**src/rtl/mem_port_arbiter.sv**
```systemverilog
`timescale 1ns/1ps
// Two-port (fetch, load/store) arbiter in front of one single-port SRAM; data wins by default.
// Define MEM_ARB_STARVE_GUARD_EN to let a fetch that has lost STARVE_LIMIT times win once.
module mem_port_arbiter #(
    parameter int unsigned STARVE_LIMIT = 4
) (
    input  logic        clk,
    input  logic        resetn,

    input  logic        inst_req,
    input  logic [31:0] inst_addr,
    output logic        inst_gnt,
    output logic        inst_rvalid,
    output logic [31:0] inst_rdata,

    input  logic        data_req,
    input  logic [3:0]  data_we,
    input  logic [31:0] data_addr,
    input  logic [31:0] data_wdata,
    output logic        data_gnt,
    output logic        data_rvalid,
    output logic [31:0] data_rdata,

    output logic        sram_en,
    output logic [3:0]  sram_we,
    output logic [31:0] sram_addr,
    output logic [31:0] sram_wdata,
    input  logic [31:0] sram_rdata
);

    typedef enum logic [1:0] {StIdle, StOwnI, StOwnD} state_e;

    state_e state_q, state_d;
    logic   starve;

    if (STARVE_LIMIT == 0 || STARVE_LIMIT > 15) begin : g_limit_check
        $error("mem_port_arbiter: STARVE_LIMIT must be in 1..15");
    end

`ifdef MEM_ARB_STARVE_GUARD_EN
    logic [3:0] starve_cnt_q, starve_cnt_d;

    assign starve = (starve_cnt_q == 4'(STARVE_LIMIT));

    // Counts consecutive cycles a pending fetch lost; saturates instead of wrapping.
    always_comb begin
        starve_cnt_d = starve_cnt_q;
        if (!inst_req || inst_gnt) begin
            starve_cnt_d = 4'd0;
        end else if (starve_cnt_q != 4'hF) begin
            starve_cnt_d = starve_cnt_q + 4'd1;
        end
    end

    always_ff @(posedge clk) begin
        if (!resetn) begin
            starve_cnt_q <= 4'd0;
        end else begin
            starve_cnt_q <= starve_cnt_d;
        end
    end
`else
    assign starve = 1'b0;
`endif

    always_comb begin
        inst_gnt   = 1'b0;
        data_gnt   = 1'b0;
        if (resetn) begin
            inst_gnt = inst_req & (~data_req | starve);
            data_gnt = data_req & ~inst_gnt;
        end
        sram_en    = inst_gnt | data_gnt;
        sram_we    = data_gnt ? data_we : 4'h0;
        sram_addr  = data_gnt ? data_addr : inst_addr;
        sram_wdata = data_gnt ? data_wdata : 32'h0;
        state_d    = StIdle;
        if (data_gnt) begin
            state_d = StOwnD;
        end else if (inst_gnt) begin
            state_d = StOwnI;
        end
    end

    always_ff @(posedge clk) begin
        if (!resetn) begin
            state_q <= StIdle;
        end else begin
            state_q <= state_d;
        end
    end

    // Gating with resetn drops a response whose grant preceded a reset.
    assign inst_rvalid = resetn && (state_q == StOwnI);
    assign data_rvalid = resetn && (state_q == StOwnD);
    assign inst_rdata  = sram_rdata;
    assign data_rdata  = sram_rdata;

endmodule

```
**config.mk**
```make
export PLATFORM = sky130hd
export DESIGN_NAME = mem_port_arbiter
export DESIGN_NICKNAME = d
export VERILOG_FILES = /design/src/rtl/mem_port_arbiter.sv
export SDC_FILE = /design/constraint.sdc
export NUM_CORES = 1
export LEC_CHECK = 0
export ABC_CLOCK_PERIOD_IN_PS = 1200
export CAP_MARGIN = 10
export CORE_AREA = 2 2 106 108
export CTS_BUF_LIST = sky130_fd_sc_hd__clkbuf_4
export CTS_CLUSTER_SIZE = 10
export DETAILED_ROUTE_END_ITERATION = 6
export DIE_AREA = 0 0 108 110
export PLACE_DENSITY = 0.65
export REMOVE_ABC_BUFFERS = 1
export SLEW_MARGIN = 20
export SYNTH_ARGS = -nofsm -noshare
export SYNTH_HDL_FRONTEND = slang
export SYNTH_SLANG_ARGS = --single-unit
```
**constraint.sdc**
```tcl
create_clock -name clk -period 1.2 [get_ports clk]
set_input_delay 0.24 -clock clk [delete_from_list [all_inputs] [get_ports clk]]
set_output_delay 0.24 -clock clk [all_outputs]
set_load 0.05 [all_outputs]
```
-- After elaboration in Yosys (flattened, before gate mapping)
Index checks and enable logic that the tools add are counted.
- equality and inequality tests: 2
- multiplexer cells: 7
- bitwise gates (word level): 6
- reductions and logical operators: 3
- operator list (kind ; count):
    $mux 32 ; 2
    $mux 4 ; 1
    $mux 1 ; 3
    $not 1->1 ; 3
    $and 1x1->1 ; 2
    $eq 2x1->1 const B ; 1
    $eq 2x2->1 const B ; 1
    $logic_and 1x1->1 ; 2
    $mux 2 ; 1
    $reduce_or 2->1 ; 1
    $or 1x1->1 ; 1
- flip-flop bits (word level): 2
- input bits: 136
- output and inout bits: 137
- word-level logic and storage cells: 20

-- Logic depth before layout (Yosys ltp)
Gate-level depths: netlist (run 1).
- word-level depth: 6
- gate-level depth with buffers: 3
- mapped depth without buffers: 2

-- Worst setup path before layout (run 1)
OpenSTA, ideal clock, no wires.
- path type: input -> output
- start: input resetn
- end: output inst_gnt
- arrival: 1185 ps
- data required time: 960 ps
- setup slack: -225 ps
- stages: 3
- path buffers: 1
- cells stage by stage: clkbuf_1 -> nand2_1 -> nor2_1
- word-level cells in the longest chain between the ends: 1
- RTL lines (what ; RTL line ; RTL):
    start, declared ; 8 ; input logic resetn,
    $mux 1 ; 69 ; if (resetn) begin
    end, declared ; 12 ; output logic inst_gnt,
Every way passes these cells.

-- Worst setup path in the final report (run 1)
- start: input data_req
- end: output sram_addr[0]
- word-level cells in the longest chain between the ends: 6
- RTL lines (what ; RTL line ; RTL):
    start, declared ; 16 ; input logic data_req,
    $not 1->1 ; 70 ; inst_gnt = inst_req & (~data_req | starve);
    $and 1x1->1 ; 70 ;
    $not 1->1 ; 71 ; data_gnt = data_req & ~inst_gnt;
    $and 1x1->1 * ; 71 ;
    $mux 1 * ; 69 ;
    $mux 32 * ; 75 ; sram_addr = data_gnt ? data_addr : inst_addr;
    end, declared ; 26 ; output logic [31:0] sram_addr,
Every way passes the cells marked *; elsewhere a longest branch is shown, timed or not.

==> run metrics, run 1 <==
CP startpoint data_req; Placement Setup Slack -0.653 ns; NetSw 833 uW; Data required, critical path 0.96 ns; Max-Cap Viols 0; Crit Path Category in2out; Static Leak 1.65 nW; post-synthesis adder-cell area fraction 0%; Die Span Y 110 um; layout-stage area growth over the synthesis result 169%; Netlist cell types 14; Floorplan Core Area 0.0107 mm2; Critical Path Fanout Max 7; worst rel slew slack 75.2%; internal power 1.08 mW; Top Metal Used met5; violations in the final reports setup timing; buffer type at the clock tree root sky130_fd_sc_hd__clkbuf_4; type of element capturing the critical path output pin; max-slew violations 0; worst hold slack 0.480 ns; worst hold start sram_rdata[28]; met2 wirelength from detailed routing 3360 um; final worst path period share 116%; share of power burned in registers 3.7%; Final setup violation count 69; IO buf count 176; syn_area_per_cell 8.58 um2; vias post-DR 1628; leading cell type in the layout, fill and taps excluded sky130_fd_sc_hd__clkdlybuf4s50_1; vias in the first global route 1747; first-pass GRT wire length 10900 um; count of nets left with antenna violations after detail routing 0; Num CTS Buffers 3; number of synthesized register bits 2; category of the worst setup path launch point input port; Initial Util 12.4%; hold buffer count at cts 0; most frequent cells in the layout sky130_fd_sc_hd__clkdlybuf4s50_1, sky130_fd_sc_hd__buf_12, sky130_fd_sc_hd__dlygate4sd2_1; TritonCTS clock tree built; power density over the cells 534 mW/mm2; Regs by FF count state_q x2; proportion of power drawn by combinational gates 88.5%; register area share after synthesis 3.01%; net count of the finished layout 409; number of antenna violations at the first check in global routing 1; metal1 wirelength 2910 um; xor/xnor cell area share of the yosys netlist 0%; time the final worst path needs with I/O delays and setup 1.40 ns; RSZ-0062 raised after global routing true; GR Util All Layers 12.6%; Clk network pwr share 7.7%; Initial DRC Count 59; data arrival time of the critical path 1.16 ns; maximum clock frequency 0.716 GHz; setup total negative slack -9.70 ns; combinational family with the most area after synthesis buffers and inverters; maximum number of buffers from clock root to sink 2; Die X-Extent 108 um; maximum ir drop on the vdd rail 220 uV; fraction of synthesized area in multiplexers 35.0%; total chip power 1.91 mW; final global-route overflow total 0; min setup slack post-route -0.197 ns; Top Ports 273; post-synthesis instance area 0.00133 mm2; Wirelength per Cell 20.1 um; number of detailed-routing iterations run before antenna repair 4; Synth Area in Simple Gates 19.8%; total wire length 8260 um; switch share 43.7%; HP Class in2out; Die Outline Area 0.0119 mm2; final HPWL from detailed placement 7020 um; DRC errors left 0; Synth warnings 0; placement row count 38; pin count of the biggest net entering global routing 41; fraction of the mapped netlist area in compound gates 0.564%; actual transition at the worst max-transition pin 0.373 ns; Hold Fails Final Rpt 0; flip-flop count of the largest register after layout 2; outcome finished, violations left; largest register by flop count state_q; Routability Congestion 0.736; fraction of layout instances using a drive strength above 1 56.1%; H-Tree Depth 1; number of vias per cell after detailed routing 3.95; count of mapped cells out of synthesis 155; clock sink count 2; met3 wire length 1930 um
-- power by group through the flow --
stage | Clock (mW) | Combinational [mW] | Sequential, mW
finish | 0.148 | 1.69 | 0.0715
floorplan | 0 | 0.724 | 0.0720
global route | 0.164 | 1.76 | 0.0717
detailed placement | 0 | 1.56 | 0.0722
CTS | 0.157 | 1.69 | 0.0713
global placement | 0 | 1.54 | 0.0721
-- routing by layer --
layer  global-route usage (%)  up-vias
li1                         -      695
met1                     13.4      723
met2                     17.3      206
met3                     13.3        2
met4                    0.824        2
met5                     10.3        -
-- cell usage after synthesis --
| cell type | instances | area share, % |
|---|---|---|
| sky130_fd_sc_hd__clkbuf_1 | 7 | 2.0 |
| sky130_fd_sc_hd__and3b_1 | 1 | 0.66 |
| sky130_fd_sc_hd__clkbuf_2 | 1 | 0.38 |
| sky130_fd_sc_hd__dfxtp_1 | 2 | 3.0 |
| sky130_fd_sc_hd__inv_1 | 2 | 0.56 |
| sky130_fd_sc_hd__buf_6 | 3 | 2.5 |
| sky130_fd_sc_hd__nand2_1 | 2 | 0.56 |
| sky130_fd_sc_hd__mux2_2 | 4 | 3.4 |
| sky130_fd_sc_hd__o21a_1 | 1 | 0.56 |
| sky130_fd_sc_hd__mux2_4 | 28 | 32 |
| sky130_fd_sc_hd__nor2_1 | 3 | 0.85 |
| sky130_fd_sc_hd__buf_4 | 64 | 36 |
| sky130_fd_sc_hd__and3_1 | 36 | 17 |
| sky130_fd_sc_hd__nand2_4 | 1 | 0.85 |
-- worst paths after layout --
| kind | cells past startpoint | slack (ns) | end |
|---|---|---|---|
| worst max-delay path | 6 | -0.20 | sram_addr[0] |
| worst min-delay path | 0 | 0.48 | data_rdata[28] |
-- repair_timing --
| action | in CTS | in global routing |
|---|---|---|
| setup buffers | 5 | 0 |
| cloned | 1 | 0 |
| setup endpoints to repair | 74 | 71 |
| pin swaps | 1 | 0 |
| resized for setup | 129 | 7 |
-- layout make-up --
cell class                      instances  area [um2]
Fill cell                            1094        7120
Timing Repair Buffer                  188        2430
Multi-Input combinational cell         76         893
Tap cell                              140         175
Sequential cell                         2        40.0
Clock buffer                            3        22.5
Inverter                                2        7.51
Antenna cell                            1        2.50
-- cells by family (layout without fill, tap and decap cells) --
logic type	count (synthesis)	in the layout
other	0	1
and+or+nand+nor	43	43
AOI/OAI and AO/OA	1	1
muxes	32	32
DFF	2	2
buffers and inverters	77	193
-- worst max-delay path: stages --
cell                      delay, ns
sky130_fd_sc_hd__buf_8         0.10
sky130_fd_sc_hd__nand2_4       0.08
sky130_fd_sc_hd__buf_8         0.13
sky130_fd_sc_hd__buf_12        0.13
sky130_fd_sc_hd__mux2_4        0.31
sky130_fd_sc_hd__buf_12        0.15
-- metrics by stage --
step | cell area [um2] | util (%) | instances
after floorplan | 785 | - | 80
after global placement | 3170 | 29.6 | 402
after detailed placement | 3170 | 29.6 | 402
after CTS | 3550 | 33.2 | 411
after global routing | 3570 | 33.4 | 412
final | 3570 | 33.4 | 412
Note: power is estimated with default switching activity, not from simulation.
==> run 2, diff against run 1 <==
--- a/config.mk
+++ b/config.mk
@@ -9,11 +9,13 @@
 export CAP_MARGIN = 10
 export CORE_AREA = 2 2 106 108
 export CTS_BUF_LIST = sky130_fd_sc_hd__clkbuf_4
+export CTS_CLUSTER_DIAMETER = 30
 export CTS_CLUSTER_SIZE = 10
 export DETAILED_ROUTE_END_ITERATION = 6
 export DIE_AREA = 0 0 108 110
 export PLACE_DENSITY = 0.65
 export REMOVE_ABC_BUFFERS = 1
+export SKIP_LAST_GASP = 1
 export SLEW_MARGIN = 20
 export SYNTH_ARGS = -nofsm -noshare
 export SYNTH_HDL_FRONTEND = slang
==> results of run 2 <==
The final DEF is identical to that of run 1; final timing and power are the same.
Among the figures that moved: number of gates resized after CTS 129 -> 127; met1 usage 13.4% -> 13.3%
